$ cat config.mk
export PLATFORM = sky130hd
export DESIGN_NAME = pipe_hazard_ctrl
export DESIGN_NICKNAME = d
export VERILOG_FILES = /design/src/rtl/pipe_hazard_ctrl.sv
export SDC_FILE = /design/constraint.sdc
export NUM_CORES = 1
export LEC_CHECK = 0
export CAP_MARGIN = 30
export CORE_MARGIN = 4
export CORE_UTILIZATION = 45
export DETAILED_ROUTE_END_ITERATION = 6
export GPL_TIMING_DRIVEN = 1
export PLACE_DENSITY = 0.76
export SLEW_MARGIN = 10
export SYNTH_ARGS = -nofsm -noshare
export SYNTH_HDL_FRONTEND = slang
export SYNTH_SLANG_ARGS = --single-unit
$ cat constraint.sdc
create_clock -name clk -period 2.4 [get_ports clk]
set_input_delay 0.36 -clock clk [delete_from_list [all_inputs] [get_ports clk]]
set_output_delay 0.36 -clock clk [all_outputs]
set_load 0.1 [all_outputs]
$ cat src/rtl/pipe_hazard_ctrl.sv
// pipe_hazard_ctrl: stall/flush scheduler for the F/D/E/M/RB pipeline.
// Detects load-use hazards, applies branch redirect flushes, and sequences
// multi-cycle data-memory accesses in M. A memory access that runs too long
// is latched as a sticky fault. A saturating counter records the number of
// cycles in which the PC was held.
module pipe_hazard_ctrl #(
    parameter int unsigned TIMEOUT_CYC = 255,
    parameter int unsigned CNT_W       = 32
) (
    input  logic             clk,
    input  logic             rst,
    input  logic [4:0]       rs1_addr_D,
    input  logic [4:0]       rs2_addr_D,
    input  logic             rs1_used_D,
    input  logic             rs2_used_D,
    input  logic [4:0]       rd_waddr_E,
    input  logic             rd_wen_E,
    input  logic             mem_read_E,
    input  logic             branch_taken_E,
    input  logic             mem_req_M,
    input  logic             dmem_ready,
    output logic             dmem_valid,
    output logic             stall_F,
    output logic             stall_D,
    output logic             stall_E,
    output logic             stall_M,
    output logic             flush_D,
    output logic             flush_E,
    output logic             bubble_RB,
    output logic             mem_fault,
    output logic [CNT_W-1:0] stall_cnt
);

    typedef enum logic [1:0] {
        RUN      = 2'd0,
        MEM_WAIT = 2'd1,
        FAULT    = 2'd2
    } state_t;

    localparam logic [15:0]      TIMEOUT_LIM = 16'(TIMEOUT_CYC);
    localparam logic [CNT_W-1:0] CNT_ONE     = CNT_W'(1);

    state_t      state;
    logic [15:0] wait_cnt;
    logic        mem_stall;
    logic        load_use;

    // Load-use hazard: a load in E writes a register that the D instruction reads.
    // Writes to x0 are architecturally discarded, so they never create a hazard.
    always_comb begin
        load_use = 1'b0;
        if (mem_read_E && rd_wen_E && (rd_waddr_E != 5'd0)) begin
            load_use = (rs1_used_D && (rs1_addr_D == rd_waddr_E)) ||
                       (rs2_used_D && (rs2_addr_D == rd_waddr_E));
        end
    end

    // Memory stall is active whenever the access in M has not completed this cycle.
    always_comb begin
        unique case (state)
            RUN:      mem_stall = mem_req_M && !dmem_ready;
            MEM_WAIT: mem_stall = !dmem_ready;
            default:  mem_stall = 1'b0;
        endcase
    end

    // Control outputs, in priority order: fault, memory stall, redirect, load-use.
    // A redirect seen under a memory stall is not lost: E is frozen, so
    // branch_taken_E is still present in the release cycle and flushes then.
    always_comb begin
        dmem_valid = 1'b0;
        stall_F    = 1'b0;
        stall_D    = 1'b0;
        stall_E    = 1'b0;
        stall_M    = 1'b0;
        flush_D    = 1'b0;
        flush_E    = 1'b0;
        bubble_RB  = 1'b0;
        if (state == FAULT) begin
            stall_F   = 1'b1;
            stall_D   = 1'b1;
            stall_E   = 1'b1;
            stall_M   = 1'b1;
            bubble_RB = 1'b1;
        end else begin
            dmem_valid = (state == MEM_WAIT) ? 1'b1 : mem_req_M;
            if (mem_stall) begin
                stall_F   = 1'b1;
                stall_D   = 1'b1;
                stall_E   = 1'b1;
                stall_M   = 1'b1;
                bubble_RB = 1'b1;
            end else if (branch_taken_E) begin
                flush_D = 1'b1;
                flush_E = 1'b1;
            end else if (load_use) begin
                stall_F = 1'b1;
                stall_D = 1'b1;
                flush_E = 1'b1;
            end
        end
    end

    // Memory access sequencer with timeout; FAULT is left only through reset.
    always_ff @(posedge clk or posedge rst) begin
        if (rst) begin
            state     <= RUN;
            wait_cnt  <= '0;
            mem_fault <= 1'b0;
        end else begin
            unique case (state)
                RUN: begin
                    if (mem_req_M && !dmem_ready) begin
                        state    <= MEM_WAIT;
                        wait_cnt <= 16'd1;
                    end
                end
                MEM_WAIT: begin
                    if (dmem_ready) begin
                        state    <= RUN;
                        wait_cnt <= '0;
                    end else if (wait_cnt == TIMEOUT_LIM) begin
                        state     <= FAULT;
                        mem_fault <= 1'b1;
                    end else begin
                        wait_cnt <= wait_cnt + 16'd1;
                    end
                end
                default: begin
                    state <= FAULT;
                end
            endcase
        end
    end

    // Saturating count of cycles in which the PC is held.
    always_ff @(posedge clk or posedge rst) begin
        if (rst) begin
            stall_cnt <= '0;
        end else if (stall_F && (stall_cnt != '1)) begin
            stall_cnt <= stall_cnt + CNT_ONE;
        end
    end

endmodule

======== Yosys cells after proc, flatten, opt, wreduce, memory -nomap -nowiden ========
Index checks and enable logic that the tools add are counted.
word-level totals
  memories ................................ 0
  memory bits (writable) .................. 0
  register bits ........................... 51
  bits in read-only memories .............. 0
  latch bits .............................. 0
  input bits .............................. 24
  output and inout bits ................... 41
  logic and storage cells ................. 54
cells by class
  equal/unequal tests ..................... 9
  reduce and logical (&&, ||, !) cells .... 14
  muxes and demuxes ....................... 24
  shift-type cells ........................ 0
  bitwise logic cells ..................... 1
  add/sub/neg operators ................... 2
  order comparisons ....................... 0
  divide/modulo/power cells ............... 0
  multiply operators ...................... 0
operator list
  cell                   count
  $mux 16                3
  $add 32x1->32 const B  1
  $ne 32x32->1 const B   1
  $pmux 16 s2            1
  $add 16x1->16 const B  1
  $eq 16x8->1 const B    1
  $mux 1                 15
  $eq 5x5->1             2
  $logic_and 1x1->1      6
  $mux 2                 3
  $reduce_and 3->1       2
  $reduce_bool 5->1      1
  $pmux 2 s2             1
  $ne 3x2->1 const B     1
  $ne 3x3->1 const B     1
  $eq 2x1->1 const B     1
  $eq 2x2->1 const B     1
  $logic_not 2->1        1
  $ne 2x2->1 const B     1
  $pmux 1 s2             1
  $reduce_and 2->1       1
  $reduce_bool 2->1      1
  $logic_not 1->1        1
  $logic_or 1x1->1       1
  $not 1->1              1

======== Longest topological paths before layout ========
Gate-level depths: netlist (run 1).
  word-level depth ........................ 9
  depth in mapped cells ................... 9
  depth with buffers taken out ............ 7

======== Least setup slack after synthesis (run 1) ========
No wires, ideal clock.
  kind .................................... reg-to-output
  from .................................... register state[1]
  to ...................................... output port stall_F
  arrival time ............................ 4.655 ns
  required time ........................... 2.040 ns
  slack ................................... -2.615 ns
  path buffers ............................ 2
  cell stages (with the launch flop) ...... 6
  path through ............................ dfrtp_1 -> o31ai_1 -> a21oi_1 -> clkbuf_1 -> inv_1 -> buf_4
between the ends
  word-level cells in the longest chain between the ends .. 4
  elaborated cells on any way between the ends .. 6
  classes of those cells .................. eq/ne (2); mux (3); reduce/logical (1)
ends and longest elaborated chain
  element                                               line  text
  from (decl)                                           43    state_t state;
  from (signal assigned)                                107   state <= RUN;
  from (signal assigned)                                114   state <= MEM_WAIT;
  from (signal assigned)                                120   state <= RUN;
  $eq 2x1->1 / $logic_not 2->1 (equally long branches)  60    unique case (state)
  $pmux 1 s2                                            60
  $mux 1                                                n/a
  $mux 1 *                                              n/a
  to (decl)                                             23    output logic stall_F,
Mark *: on every way between the ends. The rest lies on a longest branch, timed or not.

======== Worst setup path after layout (run 1) ========
  from .................................... input port rd_waddr_E[1]
  to ...................................... output port stall_F
between the ends
  word-level cells in the longest chain between the ends .. 8
  elaborated cells on any way between the ends .. 12
  classes of those cells .................. eq/ne (2); mux (5); reduce/logical (5)
ends and longest elaborated chain
  element                                      line    text
  from (decl)                                  16      input logic [4:0] rd_waddr_E,
  $eq 5x5->1, on equally long branches         53, 54
  $logic_and 1x1->1, on equally long branches  53, 54
  $logic_or 1x1->1                             53      load_use = (rs1_used_D && (rs1_addr_D == rd_waddr_E)) ||
  $mux 1 *                                     52      if (mem_read_E && rd_wen_E && (rd_waddr_E != 5'd0)) begin
  $mux 1 *                                     96      end else if (load_use) begin
  $mux 1 *                                     93      end else if (branch_taken_E) begin
  $mux 1 *                                     87      if (mem_stall) begin
  $mux 1 *                                     79      if (state == FAULT) begin
Marks and branches as above.

==> results of run 1 <==
==> worst min path at each step <==
| stage | start | endpoint | cells past startpoint |
|---|---|---|---|
| floorplan | dmem_ready | state[0] | 1 |
| global placement | mem_fault | mem_fault | 1 |
| detailed placement | mem_fault | mem_fault | 1 |
| CTS | rst | wait_cnt[11] | 2 |
| global route | rst | wait_cnt[12] | 2 |
| finish | rst | wait_cnt[13] | 2 |
==> placed cells by master, fill, tap and decap left out, types with 6 or more instances in the layout <==
| cell | instances |
|---|---|
| buf_4 | 51 |
| dfrtp_1 | 33 |
| xor2_1 | 32 |
| nand2_1 | 26 |
| xnor2_1 | 19 |
| clkdlybuf4s50_1 | 19 |
| dfrtp_2 | 18 |
| nor2_1 | 17 |
| nand3_1 | 16 |
| nand4_1 | 13 |
| nor3_2 | 13 |
| buf_12 | 13 |
| nor4_4 | 8 |
| and3_1 | 7 |
| o21ai_0 | 7 |
| inv_1 | 6 |
| and4_1 | 6 |
==> critical path: stages <==
cell	delay, ps
clkdlybuf4s15_1	200
or4_4	530
o211ai_1	230
nor2_2	80
a21oi_4	210
clkinvlp_4	170
buf_12	190
==> power breakdown <==
group / leakage [nW] / internal [mW] / total (mW) / switching, mW
Clock: 0.0644 / 0.416 / 0.709 / 0.293
Sequential: 0.570 / 0.968 / 1.09 / 0.126
Combinational: 0.918 / 0.347 / 1.29 / 0.947
==> state kept, by name (all words and copies together) (netlist names) <==
register and cells:
stall_cnt 32, wait_cnt 16, state 2, mem_fault 1
==> kinds of logic after synthesis <==
kind of cell | after synthesis | synth area share (%)
DFF | 51 | 45.72
xor gates and xnor gates | 51 | 16.00
muxes | 1 | 0.4034
buffers and inverters | 23 | 4.034
and+or+nand+nor | 139 | 28.33
AOI/OAI and AO/OA | 22 | 4.617
adders and majority gates | 2 | 0.8963
==> stage by stage <==
| stage | setup WS, ps | instances | setup TNS [ps] | power (mW) |
|---|---|---|---|---|
| finish | 67.63 | 445 | 0 | 3.096 |
| detailed placement | -219.3 | 436 | -5781 | 2.410 |
| global placement | -172.1 | 436 | -4361 | 2.387 |
| CTS | 13.64 | 444 | 0 | 3.122 |
| global route | 0.4150 | 445 | 0 | 3.227 |
| floorplan | -436.5 | 289 | -6934 | 2.062 |
==> area by class of cell <==
cell class	instances	area, sq um	share of cell area, %
repair buffers	88	877.1	21.25
well taps	75	93.84	2.273
flip-flops and latches	51	1299	31.46
multi-input cells	215	1688	40.89
clock buffers	5	68.82	1.667
clock inverters	3	67.56	1.637
inverters	8	33.78	0.8184
==> timing repair <==
item,in CTS,in global routing
gates resized for setup,6,7
setup buffers,0,1
endpoints found under the setup margin,3,13
pin swaps,4,6
==> cell usage after synthesis (2+ instances only) <==
library cell and n:
dfrtp_1 51, xor2_1 32, nand2_1 26, xnor2_1 19, nor2_1 18, nand3_1 17
nor3_1 17, nand4_1 13, nor4_1 13, inv_1 8, o21ai_0 8, a21oi_1 7
and3_1 7, clkbuf_1 7, and4_1 6, nand2b_1 5, buf_4 4, buf_2 3
nor4b_1 3, ha_1 2, nor2b_1 2, nor3b_1 2, o22ai_1 2, or3_1 2
==> layer usage <==
layer  share of wire, %  vias to the layer above  routed length (microns)  track usage [%]
met1                 44                     1159                     2910            25.06
li1                   -                     1179                        -                -
met4                1.1                        0                       69            3.824
met5                  0                        -                        0                0
met2                 48                       64                     3146            30.39
met3                6.4                        5                      417            3.992
==> flow_metrics.py, run 1 <==
metrics = {
    "floorplanning": {
        "die_h_microns": 86.76,
        "start_util_pct": 46.87,
        "ios": 65,
        "core_area_sq_um": 5956,
        "fp-row-count": 28,
        "die_area_sq_um": 7527,
        "die_width_microns": 86.76,
    },
    "logic_synthesis": {
        "synth_edf_count": 0,
        "synth.avg_cell_area_sq_um": 9.659,
        "synth.cell_area_sq_um": 2791,
        "synth_top_area_share_pct": 45.72,
        "synth-seq-cells": 51,
        "synthFlopType": "dfrtp_1",
        "synthTopCellsByArea": "dfrtp_1 (46%), xor2_1 (10%), xnor2_1 (6.0%), nand2_1 (3.5%), nand3_1 (3.0%)",
        "synth.net_count": 315,
        "ys.warnings.count": 0,
        "yosysUniqueCellTypes": 39,
        "synth_cells": 289,
        "async_flop_share_pct": 100.0,
        "yosys.area.top_type": "dfrtp_1",
        "ys_seq_area_share_pct": 45.72,
    },
    "timing": {
        "slew_viol_final": 0,
        "fin_crit_sh_pct": 97.18,
        "rsz0062_at_grt": "false",
        "setup_violations": 0,
        "fmax_mhz": 428.7,
        "min_period_ps": 2332,
        "hold_viol": 0,
        "worstMarginPinSlew_ps": 578.0,
        "whs_ps": 379.3,
        "slew_headroom_pct": 61.06,
        "skew_ps": 7.890,
    },
    "worst_setup_path": {
        "start_kind": "primary input",
        "worstReg2RegStart": "stall_cnt[0]",
        "cp_max_fo": 2,
        "crit_arrival_ps": 1970,
        "critPathLaunch": "rd_waddr_E[1]",
        "rr_endpoint": "stall_cnt[1]",
        "crit_type": "primary input to output pin",
        "endpoint_kind": "output pin",
        "critPathCapture": "stall_F",
        "reg2reg_slack_ps": 180,
        "required_ps": 2040,
        "reg2reg_depth": 8,
    },
    "cells_and_area": {
        "final_nets": 395,
        "fill_cells": 462,
        "n_antenna_cell": 0,
        "postLayoutCellArea_sq_um": 4128,
        "fin_util_pct": 69.31,
        "area_growth_pct": 47.87,
        "layout-drive-gt1-share_pct": 36.49,
    },
    "clock_network": {
        "path_clk_slew_ps": 90,
        "clock_latency_ps": 300,
        "cts_buffer_depth": 2,
        "numCtsBuffers": 5,
        "cts_max_level": 2,
        "cts.sinks": 51,
        "cts_tree": "yes",
        "clockRootBuffer": "clkbuf_8",
        "cts.hold.buffers_added": 0,
    },
    "global_route": {
        "grt_pass1_vias": 2424,
        "antenna_found_initial": 0,
        "grt_max_degree": 33,
        "grt_first_pass_wirelength_microns": 11240,
        "grt_overflow": 0,
        "grt.total_usage_pct": 18.44,
    },
    "drt": {
        "routed-via-count": 2407,
        "wl_microns": 6543,
        "drcViolationCount": 0,
        "wl_per_cell_microns": 14.70,
        "avgViaCountPerCell": 5.409,
        "drt-pass1-iter-count": 4,
        "drt_iter0_drc": 87,
        "drtAntennaViolNets": 0,
    },
    "place": {
        "hpwlAfterDp_microns": 4982,
        "gp_congestion": 0.8352,
        "io_buffers": 64,
        "place_area_sq_um": 3966,
    },
    "power_and_ir_drop": {
        "power_leakage_nw": 1.552,
        "power_density_nw_per_um2": 750.0,
        "peakVddDrop_mv": 0.9290,
    },
    "run_status": {
        "status": "finished, final reports clean",
    },
    "min_path": {
        "hold_path_class": "primary input to async pin",
    },
    "run": {
        "max_cap_violations": 0,
    },
}
(Power assumes the default switching activity.)
==> run 2: changes to the inputs <==
==> constraint.sdc (replaced) <==
create_clock -name clk -period 2.05 [get_ports clk]
set_input_delay 0.3075 -clock clk [delete_from_list [all_inputs] [get_ports clk]]
set_output_delay 0.3075 -clock clk [all_outputs]
set_load 0.1 [all_outputs]
==> run 2 against run 1 <==
  * Setup slack got worse by 170 ps
  * The flow now finishes with violations (negative setup slack)
  * Critical path depth is 2 higher
  * Critical endpoint is now stall_cnt[14]
  * Highest routed layer unchanged
  * Global-route usage is 0.98 points higher
==> flow_metrics.py, run 2 (synthesis gave the netlist of run 1 again) <==
metrics = {
    "timing": {
        "setup_violations": 28,
        "whs_ps": 278.0,
        "setup_slack_ps": -106.1,
        "skew_ps": 6.046,
        "slew_headroom_pct": 71.86,
        "fin_tns_setup_ps": -2127,
        "fmax_mhz": 463.8,
        "fin_crit_sh_pct": 105.2,
        "rsz0062_at_grt": "true",
        "slew_viol_final": 0,
        "worstMarginPinSlew_ps": 418.3,
        "hold_viol": 0,
        "min_period_ps": 2156,
    },
    "clock_network": {
        "cts.sinks": 51,
        "cts_buffer_depth": 2,
        "path_clk_slew_ps": 100,
        "clockRootBuffer": "clkbuf_8",
        "numCtsBuffers": 5,
        "cts.hold.buffers_added": 0,
        "cts_tree": "yes",
        "clock_latency_ps": 300,
        "cts_max_level": 2,
    },
    "run_status": {
        "status": "finished with violations",
        "violations": "negative setup slack",
    },
    "power_and_ir_drop": {
        "peakVddDrop_mv": 1.060,
        "power_leakage_nw": 1.716,
        "power_density_nw_per_um2": 842.9,
    },
    "run": {
        "max_cap_violations": 0,
    },
    "min_path": {
        "hold_path_class": "primary input to async pin",
    },
    "cells_and_area": {
        "largest-register": "stall_cnt",
        "final_cell_mix": "buf_4 (78), dfrtp_1 (33), xor2_1 (32)",
        "final_nets": 426,
        "reg_top3": "stall_cnt: 32 flops, wait_cnt: 16 flops, state: 2 flops",
        "layout-drive-gt1-share_pct": 41.90,
        "fin_cells": 476,
        "largest_reg_flops": 32,
        "postLayoutCellArea_sq_um": 4408,
        "n_antenna_cell": 0,
        "layout_commonest_cell": "buf_4",
        "area_growth_pct": 57.91,
    },
    "drt": {
        "routed-via-count": 2573,
        "wl_microns": 7360,
        "drt-pass1-iter-count": 4,
        "wl_per_cell_microns": 15.46,
        "avgViaCountPerCell": 5.405,
        "drtAntennaViolNets": 0,
        "drt_iter0_drc": 70,
        "drcViolationCount": 0,
    },
    "floorplanning": {
        "die_h_microns": 86.76,
        "die_area_sq_um": 7527,
        "die_width_microns": 86.76,
        "core_area_sq_um": 5956,
        "ios": 65,
        "fp-row-count": 28,
        "start_util_pct": 46.87,
    },
    "global_route": {
        "grt_max_degree": 38,
        "grt.total_usage_pct": 19.42,
        "grt_pass1_vias": 2547,
        "antenna_found_initial": 0,
        "grt_first_pass_wirelength_microns": 11700,
        "grt_overflow": 0,
    },
    "place": {
        "io_buffers": 64,
        "hpwlAfterDp_microns": 5187,
        "place_inst": 460,
        "gp_congestion": 0.8250,
        "place_area_sq_um": 4045,
    },
    "worst_setup_path": {
        "worstReg2RegStart": "stall_cnt[1]",
        "cp_max_fo": 7,
        "endpoint_kind": "register",
        "required_ps": 2230,
        "crit_type": "register to register",
        "critPathLaunch": "stall_cnt[1]",
        "reg2reg_depth": 9,
        "crit_arrival_ps": 2340,
        "start_kind": "register",
    },
}
-- run 2: power breakdown --
part | internal (mW) | switching, mW
clock network | 0.396 | 0.343
logic | 0.528 | 1.22
registers | 1.13 | 0.0959
-- run 2: path summary, 6_finish.rpt --
path                                      end  slack (ps)
worst max-delay path            stall_cnt[14]        -110
worst min-delay path              wait_cnt[9]         280
worst max register to register  stall_cnt[14]        -110
worst min register to register      mem_fault         470
max in group asynchronous        stall_cnt[2]        1240
min in group clk                    mem_fault         470
-- run 2: critical path: stages (launching register included) --
cell and delay, ps:
dfrtp_2 400, ha_4 140, nand3_2 80, or2_4 240
or3_4 370, nor4_4 240, buf_6 220, buf_6 150
nor3_4 40, xor2_1 160
-- run 2: what timing repair did --
action | CTS | global route
setup endpoints to repair | 34 | 34
gates resized for setup | 28 | 35
cloned | 0 | 1
buffers inserted | 4 | 3
pin swaps | 10 | 14
-- run 2: final cells by class --
class | instances | area (sq um)
Sequential cell | 51 | 1299
Multi-Input combinational cell | 215 | 1764
Clock buffer | 6 | 82.58
Fill cell | 431 | 1548
Inverter | 8 | 33.78
Timing Repair Buffer | 119 | 1100
Tap cell | 75 | 93.84
Clock inverter | 2 | 35.03
-- run 2: metal layers --
| metal | GRT usage (%) | vias to the layer above | wire length, microns |
|---|---|---|---|
| met5 | 0 | - | 0 |
| met2 | 32.96 | 87 | 3763 |
| met1 | 24.79 | 1248 | 3087 |
| met3 | 4.753 | 4 | 431 |
| met4 | 5.099 | 0 | 77 |
| li1 | - | 1234 | - |
-- run 2: through the flow --
step                      util, %  power [mW]  worst slack [ps]
after floorplan                 -       2.406            -614.4
after global placement      67.92       2.912            -487.7
after detailed placement    67.92       2.939            -502.0
after CTS                   70.55       3.692            -89.26
after global routing        74.01       3.882            -200.8
final                       74.01       3.716            -106.1
